## config.mk

```make
export PLATFORM = sky130hd
export DESIGN_NAME = alu_operand_fetch_flat
export DESIGN_NICKNAME = d
export VERILOG_FILES = /design/src/rtl/alu_operand_fetch_if.sv /design/src/rtl/alu_operand_fetch.sv /design/src/flat_wrapper.sv
export SDC_FILE = /design/constraint.sdc
export NUM_CORES = 1
export LEC_CHECK = 0
export CORE_UTILIZATION = 60
export CTS_CLUSTER_SIZE = 16
export DETAILED_ROUTE_END_ITERATION = 8
export PLACE_DENSITY = 0.8
export SYNTH_ARGS = -nofsm -noshare
export SYNTH_HDL_FRONTEND = slang
export SYNTH_SLANG_ARGS = --single-unit
```

## constraint.sdc

```tcl
create_clock -name clk -period 2.2 [get_ports clk]
set_input_delay 0.22 -clock clk [delete_from_list [all_inputs] [get_ports clk]]
set_output_delay 0.22 -clock clk [all_outputs]
set_load 0.02 [all_outputs]
```

## src/rtl/alu_operand_fetch_if.sv

```systemverilog
// Handshake and write-back bundle between the issue logic, the operand-fetch stage and the ALU.
// The fetch stage takes the slave modport; whoever issues and consumes takes master.
interface alu_operand_fetch_if;
    logic        in_valid;
    logic        in_ready;
    logic [31:0] instr;
    logic        out_valid;
    logic        out_ready;
    logic [2:0]  op;
    logic [31:0] src_a;
    logic [31:0] src_b;
    logic [3:0]  rd;
    logic        wb_en;
    logic [3:0]  wb_rd;
    logic [31:0] wb_data;

    modport master (
        output in_valid, instr, out_ready, wb_en, wb_rd, wb_data,
        input  in_ready, out_valid, op, src_a, src_b, rd
    );

    modport slave (
        input  in_valid, instr, out_ready, wb_en, wb_rd, wb_data,
        output in_ready, out_valid, op, src_a, src_b, rd
    );
endinterface

```

## src/rtl/alu_operand_fetch.sv

```systemverilog
// Operand-fetch stage feeding the ALU: decodes one instruction, reads the register file
// with write-back bypass, and holds {op, src_a, src_b, rd} in a single pipeline slot.
module alu_operand_fetch #(
    parameter int NREGS = 16,
    parameter int IMM_W = 16
) (
    input  logic               clk,
    input  logic               rst,
    alu_operand_fetch_if.slave bus
);
    localparam int IDX_W = $clog2(NREGS);

    logic [31:0]      rf_q [NREGS];
    logic             valid_q, valid_d;
    logic [2:0]       op_q, op_d;
    logic [31:0]      src_a_q, src_a_d;
    logic [31:0]      src_b_q, src_b_d;
    logic [IDX_W-1:0] rd_q, rd_d;

    logic [2:0]       dec_op;
    logic             dec_imm_sel;
    logic [IDX_W-1:0] dec_rd, dec_rs1, dec_rs2;
    logic [31:0]      dec_imm;
    logic [31:0]      rd1, rd2;
    logic             in_ready, accept;

    assign dec_op      = bus.instr[31:29];
    assign dec_imm_sel = bus.instr[28];
    assign dec_rd      = bus.instr[27:24];
    assign dec_rs1     = bus.instr[23:20];
    assign dec_rs2     = bus.instr[19:16];
    assign dec_imm     = {{(32-IMM_W){1'b0}}, bus.instr[IMM_W-1:0]};

    // Bypass lets an instruction see the value being written back in the same cycle.
    always_comb begin
        rd1 = '0;
        if (dec_rs1 != '0) begin
            rd1 = (bus.wb_en && bus.wb_rd == dec_rs1) ? bus.wb_data : rf_q[dec_rs1];
        end
    end

    always_comb begin
        rd2 = '0;
        if (dec_rs2 != '0) begin
            rd2 = (bus.wb_en && bus.wb_rd == dec_rs2) ? bus.wb_data : rf_q[dec_rs2];
        end
    end

    assign in_ready = !valid_q || bus.out_ready;
    assign accept   = bus.in_valid && in_ready;

    always_comb begin
        valid_d = valid_q;
        op_d    = op_q;
        src_a_d = src_a_q;
        src_b_d = src_b_q;
        rd_d    = rd_q;
        if (accept) begin
            valid_d = 1'b1;
            op_d    = dec_op;
            src_a_d = rd1;
            src_b_d = dec_imm_sel ? dec_imm : rd2;
            rd_d    = dec_rd;
        end else if (valid_q && bus.out_ready) begin
            // Drain: data outputs keep their last values.
            valid_d = 1'b0;
        end
    end

    always_ff @(posedge clk) begin
        if (rst) begin
            valid_q <= 1'b0;
            op_q    <= '0;
            src_a_q <= '0;
            src_b_q <= '0;
            rd_q    <= '0;
            for (int i = 0; i < NREGS; i++) begin
                rf_q[i] <= '0;
            end
        end else begin
            valid_q <= valid_d;
            op_q    <= op_d;
            src_a_q <= src_a_d;
            src_b_q <= src_b_d;
            rd_q    <= rd_d;
            if (bus.wb_en && bus.wb_rd != '0) begin
                rf_q[bus.wb_rd] <= bus.wb_data;
            end
        end
    end

    assign bus.in_ready  = in_ready;
    assign bus.out_valid = valid_q;
    assign bus.op        = op_q;
    assign bus.src_a     = src_a_q;
    assign bus.src_b     = src_b_q;
    assign bus.rd        = rd_q;
endmodule

```

## src/flat_wrapper.sv

```systemverilog
// flat-port wrapper written by rule: the top's interface ports become plain ports
module alu_operand_fetch_flat 
#(
    parameter int NREGS = 16,
    parameter int IMM_W = 16
)
  (clk, rst, bus_in_valid, bus_instr, bus_out_ready, bus_wb_en, bus_wb_rd, bus_wb_data, bus_in_ready, bus_out_valid, bus_op, bus_src_a, bus_src_b, bus_rd);
  alu_operand_fetch_if bus_i ();
  input  logic clk;
  input  logic rst;
  input wire logic [$bits(bus_i.in_valid)-1:0] bus_in_valid;
  input wire logic [$bits(bus_i.instr)-1:0] bus_instr;
  input wire logic [$bits(bus_i.out_ready)-1:0] bus_out_ready;
  input wire logic [$bits(bus_i.wb_en)-1:0] bus_wb_en;
  input wire logic [$bits(bus_i.wb_rd)-1:0] bus_wb_rd;
  input wire logic [$bits(bus_i.wb_data)-1:0] bus_wb_data;
  output wire logic [$bits(bus_i.in_ready)-1:0] bus_in_ready;
  output wire logic [$bits(bus_i.out_valid)-1:0] bus_out_valid;
  output wire logic [$bits(bus_i.op)-1:0] bus_op;
  output wire logic [$bits(bus_i.src_a)-1:0] bus_src_a;
  output wire logic [$bits(bus_i.src_b)-1:0] bus_src_b;
  output wire logic [$bits(bus_i.rd)-1:0] bus_rd;
  assign bus_i.in_valid = bus_in_valid;
  assign bus_i.instr = bus_instr;
  assign bus_i.out_ready = bus_out_ready;
  assign bus_i.wb_en = bus_wb_en;
  assign bus_i.wb_rd = bus_wb_rd;
  assign bus_i.wb_data = bus_wb_data;
  assign bus_in_ready = bus_i.in_ready;
  assign bus_out_valid = bus_i.out_valid;
  assign bus_op = bus_i.op;
  assign bus_src_a = bus_i.src_a;
  assign bus_src_b = bus_i.src_b;
  assign bus_rd = bus_i.rd;
  alu_operand_fetch #(.NREGS(NREGS), .IMM_W(IMM_W)) u_core (.clk(clk), .rst(rst), .bus(bus_i));
endmodule
```

After elaboration in Yosys (flattened, before gate mapping)
Memories as Yosys holds them, arrays and structs flattened. Index checks and enable logic that the tools add are counted. Widths: inputs -> output; s select.

Bits of input ports: 73. RAM bits: 512. Flip-flop bits (word level): 72. Memories: 1.

Reductions and logical operators: 12. Eq/ne operators: 2. Multiplexer cells: 15.

Memories: u_core.rf_q (depth 16, width 32, read ports 2, clocked after memory_dff 0, wr ports 16, RTL line alu_operand_fetch.sv:13) `logic [31:0] rf_q [NREGS];`.

Operator list (number): $mux 32 (6); $reduce_or 32->1 (1); $reduce_bool 4->1 (3); $eq 4x4->1 (2); $mux 1 (8); $logic_and 1x1->1 (5); $mux 4 (1); $reduce_bool 2->1 (1); $logic_not 1->1 (1); $logic_or 1x1->1 (1).

Logic depth before layout (Yosys ltp)
Depth after elaboration: 7. Depth in mapped cells: 9. Mapped depth without buffers: 6.

Worst setup path before layout
OpenSTA, ideal clock, no wires.

Kind: input port to flip-flop. From: input port rst. To: memory u_core.rf_q[4][0] (enable). Required time: 1.825 ns. Path buffers: 1. Setup slack: 0.219 ns. Stages: 5. Arrival time: 1.606 ns. Path through: clkbuf_1 nand2b_1 or3_1 nor2_1 or2_2.

RTL lines: from (decl) (RTL line flat_wrapper.sv:10) `input logic rst;`; to (decl) (RTL line alu_operand_fetch.sv:13).

Worst setup path in the final report
From: register u_core.valid_q (netlist: u_core.bus.out_valid). To: output port bus_in_ready.

Cells in the longest elaborated chain, start to end: 2.

Ends and longest elaborated chain: from (decl) (RTL line alu_operand_fetch.sv:14) `logic valid_q, valid_d;`; from (signal assigned) (RTL line alu_operand_fetch.sv:81) `valid_q <= valid_d;`; $logic_not 1->1 (RTL line alu_operand_fetch.sv:49) `assign in_ready = !valid_q || bus.out_ready;`; $logic_or 1x1->1 (RTL line alu_operand_fetch.sv:49); to (decl) (RTL line flat_wrapper.sv:17) `output wire logic [$bits(bus_i.in_ready)-1:0] bus_in_ready;`.

Every way passes these cells.

==> flow_metrics.tcl <==
set metrics [dict create \
    outcome "finished clean" \
    drt-pass1-iter-count 7 \
    hold_slack_ns 0.1372 \
    cts_sinks 584 \
    clockBufferDepth 3 \
    synthCells 1992 \
    drc 0 \
    grt_pass1_vias 20650 \
    drt-initial-drc-count 2779 \
    track_usage 0.3539 \
    ys_warn_count 0 \
    wl_um 87180 \
    die_w_um 223.5 \
    critPathSlowestCell "clkdlybuf4s50_1" \
    postRouteAntennaNets 0 \
    cp_cell_sequence "nor2b_2 > inv_1 > clkdlybuf4s50_1" \
    swShare 0.2425 \
    finalCritPeriodShare 0.9361 \
    num_vias 20090 \
    clk-insertion-delay-late_ns 0.63 \
    avgViaCountPerCell 7.043 \
    antenna_found_initial 1 \
    final-max-slew-violation-count 0 \
    cts_tree "built" \
    max_clock_freq_mhz 485.6 \
    hp-class "in2reg" \
    slew_headroom 0.3987 \
    nets 2259 \
    cp_slowest_stage_delay_ns 0.55 \
    drv_cap 0 \
    cp_data_required_time_ns 1.98 \
    rows 80 \
    io_buffers 145 \
    hold_viol 0 \
    cp.arrival_ns 1.84 \
    crit_path_start_kind "register" \
    syn_to_final_growth_pct 18.87 \
    final-instance-count-excl-fill 2852 \
    cts_made_buffers 59 \
    avgSynthCellArea_um2 14.78 \
    cts_root_buf "clkbuf_16" \
    n_fill_cell 2895 \
    share_seq_of_total_power 0.488 \
    gp_congestion 0.8949 \
    netlist_area_um2 29440 \
    clk_pin_slew_ns 0.06 \
    grt_start_max_net_pins 37 \
    die_y_um 223.5 \
    htreeDepth 2 \
    ir_drop_mv 0.7391 \
    coreArea_um2 48050 \
    hpwlAfterDp_um 54100 \
    antenna_cells 0 \
    synth_edf_count 512 \
    ys_async_sr_fraction 0 \
    setup_viol 0 \
    fin_skew_ns 0.01688 \
    drive_above_1_share 0.2472 \
    rsz0062_at_grt "no" \
    post_drt_wl_per_cell_um 30.57 \
    min_period_ns 2.059 \
    dp_cells 2739 \
    dieArea_um2 49960 \
    switchingPower_mw 6.517 \
    path_max_fanout 4 \
    worst_slew_pin_slew_ns 0.8979 \
    synth_seq_cells 584 \
    internal_power_mw 20.36 \
    grt_pass1_wl_um 128000 \
    seq_area_frac_synth 0.5712 \
    p_clk_frac 0.384 \
    crit_type "reg2out" \
    endpoint_kind "primary output" \
    synth_ff_type "edfxtp_1" \
    p_per_area_nw_per_um2 767.9 \
    ioPinCount 146 \
    gr-total-overflow 0 \
    combPwrFrac 0.128 \
    synth.distinct_cells 38 \
    start_util 0.6127 \
    p_leak_nw 12.24 \
]
## layout make-up
type / instances / area (um2) / share of cell area
flip-flops and latches: 584 / 16820 / 0.4805
multi-input cells: 1239 / 11870 / 0.3392
repair buffers: 300 / 3556 / 0.1016
clock buffers: 82 / 1654 / 0.04726
well taps: 615 / 769.5 / 0.02199
clock inverters: 30 / 322.8 / 0.009224
inverters: 2 / 7.507 / 0.0002145
## per-stage QoR
step                setup TNS (ns)  area [um2]  power (mW)  utilization  worst slack [ns]
finish                           0       35000       26.87       0.7284            0.1406
global route                     0       35000       27.49       0.7284           0.05575
CTS                              0       34990       26.86       0.7283           0.05225
detailed placement          -12.75       33010       16.69       0.6870           -0.1154
global placement            -4.372       33010       16.56       0.6870          -0.07597
floorplan                        0       29560       15.14            -            0.2189
## metal layers
metal  vias up  share of wire  track usage
li1       8089              -            -
met1     10090           0.35       0.4527
met2      1604           0.48       0.5679
met3       301           0.12      0.09272
met4         2          0.047       0.1695
met5         -        0.00015            0
## cells in the final DEF (no fill, tap or decap), types with 4 or more instances in the layout
cell / n
a21oi_1: 72
mux4_2: 256
nand2_1: 100
edfxtp_1: 512
dfxtp_1: 72
clkbuf_16: 60
a22oi_1: 111
or2_2: 15
xnor2_1: 5
nor2_1: 4
nand3_1: 19
clkinv_2: 15
o21ai_0: 17
and2_1: 482
conb_1: 32
nor3_2: 4
a2111oi_0: 16
clkbuf_8: 9
a221o_1: 47
nor2_2: 13
buf_4: 82
bufinv_16: 6
buf_12: 75
clkdlybuf4s50_1: 140
nor2b_2: 5
clkbuf_1: 15
nor3_1: 18
## synthesized netlist by cell type (all sizes together) (2+ instances only)
cell | n | share of area
edfxtp | 512 | 0.52
and2 | 482 | 0.10
mux4 | 256 | 0.20
clkbuf | 133 | 0.017
a22oi | 111 | 0.028
nand2 | 100 | 0.013
a21oi | 72 | 0.012
dfxtp | 72 | 0.049
buf | 65 | 0.015
a221o | 47 | 0.016
nor3 | 23 | 0.0043
nor2 | 20 | 0.0025
nand3 | 19 | 0.0032
o21ai | 18 | 0.0032
a2111oi | 16 | 0.0048
or2 | 16 | 0.0034
nor2b | 6 | 0.0013
xnor2 | 5 | 0.0015
nand2b | 3 | 0.00064
xor2 | 3 | 0.00089
inv | 2 | 0.00026
or3 | 2 | 0.00042
## worst max-delay path, delay by kind of cell (launching register included)
| family | cells | cell delay [ns] |
|---|---|---|
| DFF | 1 | 0.34 |
| buffers and inverters | 2 | 0.65 |
| and+or+nand+nor | 1 | 0.22 |
## path summary, 6_finish.rpt
path                                             end  slack (ns)            startpoint  cells after the start
worst max register to register  u_core.bus.src_b[13]        0.28  u_core.bus.out_valid                      8
worst min register to register      u_core.bus.op[0]        0.45      u_core.bus.op[0]                      2
worst min-delay path                u_core.bus.rd[0]        0.14         bus_instr[24]                      3
worst max-delay path                    bus_in_ready        0.14  u_core.bus.out_valid                      3
## cell families after synthesis
logic type / count (synthesis) / share of synthesized area
simple gates: 674 / 0.1319
other cells: 1 / 0.0001274
flops: 584 / 0.5712
xor+xnor: 8 / 0.002380
compound gates: 268 / 0.06558
mux: 257 / 0.1962
buf+inv: 200 / 0.03256
## power groups by stage
stage | sequential, mW | clock, mW | combinational, mW
finish | 13.1 | 10.3 | 3.45
global placement | 13.2 | 0 | 3.33
detailed placement | 13.3 | 0 | 3.38
floorplan | 13.3 | 0 | 1.86
global route | 13.2 | 10.7 | 3.59
CTS | 13.1 | 10.4 | 3.41
## repair_timing
| action | CTS | global route |
|---|---|---|
| endpoints found under the hold margin | 4 | 0 |
| hold buffers | 1 | 0 |
| setup endpoints to repair | 0 | 1 |
| setup buffers | 0 | 0 |
| resized for setup | 0 | 1 |
## flip-flops by register name, summed over array words and instances, names as in the netlist
| register | cells |
|---|---|
| u_core.rf_q | 512 |
| u_core.bus.op | 3 |
| u_core.bus.src_a | 32 |
| u_core.bus.src_b | 32 |
| u_core.bus.rd | 4 |
| u_core.bus.out_valid | 1 |
Power figures use the tool's default switching activity.
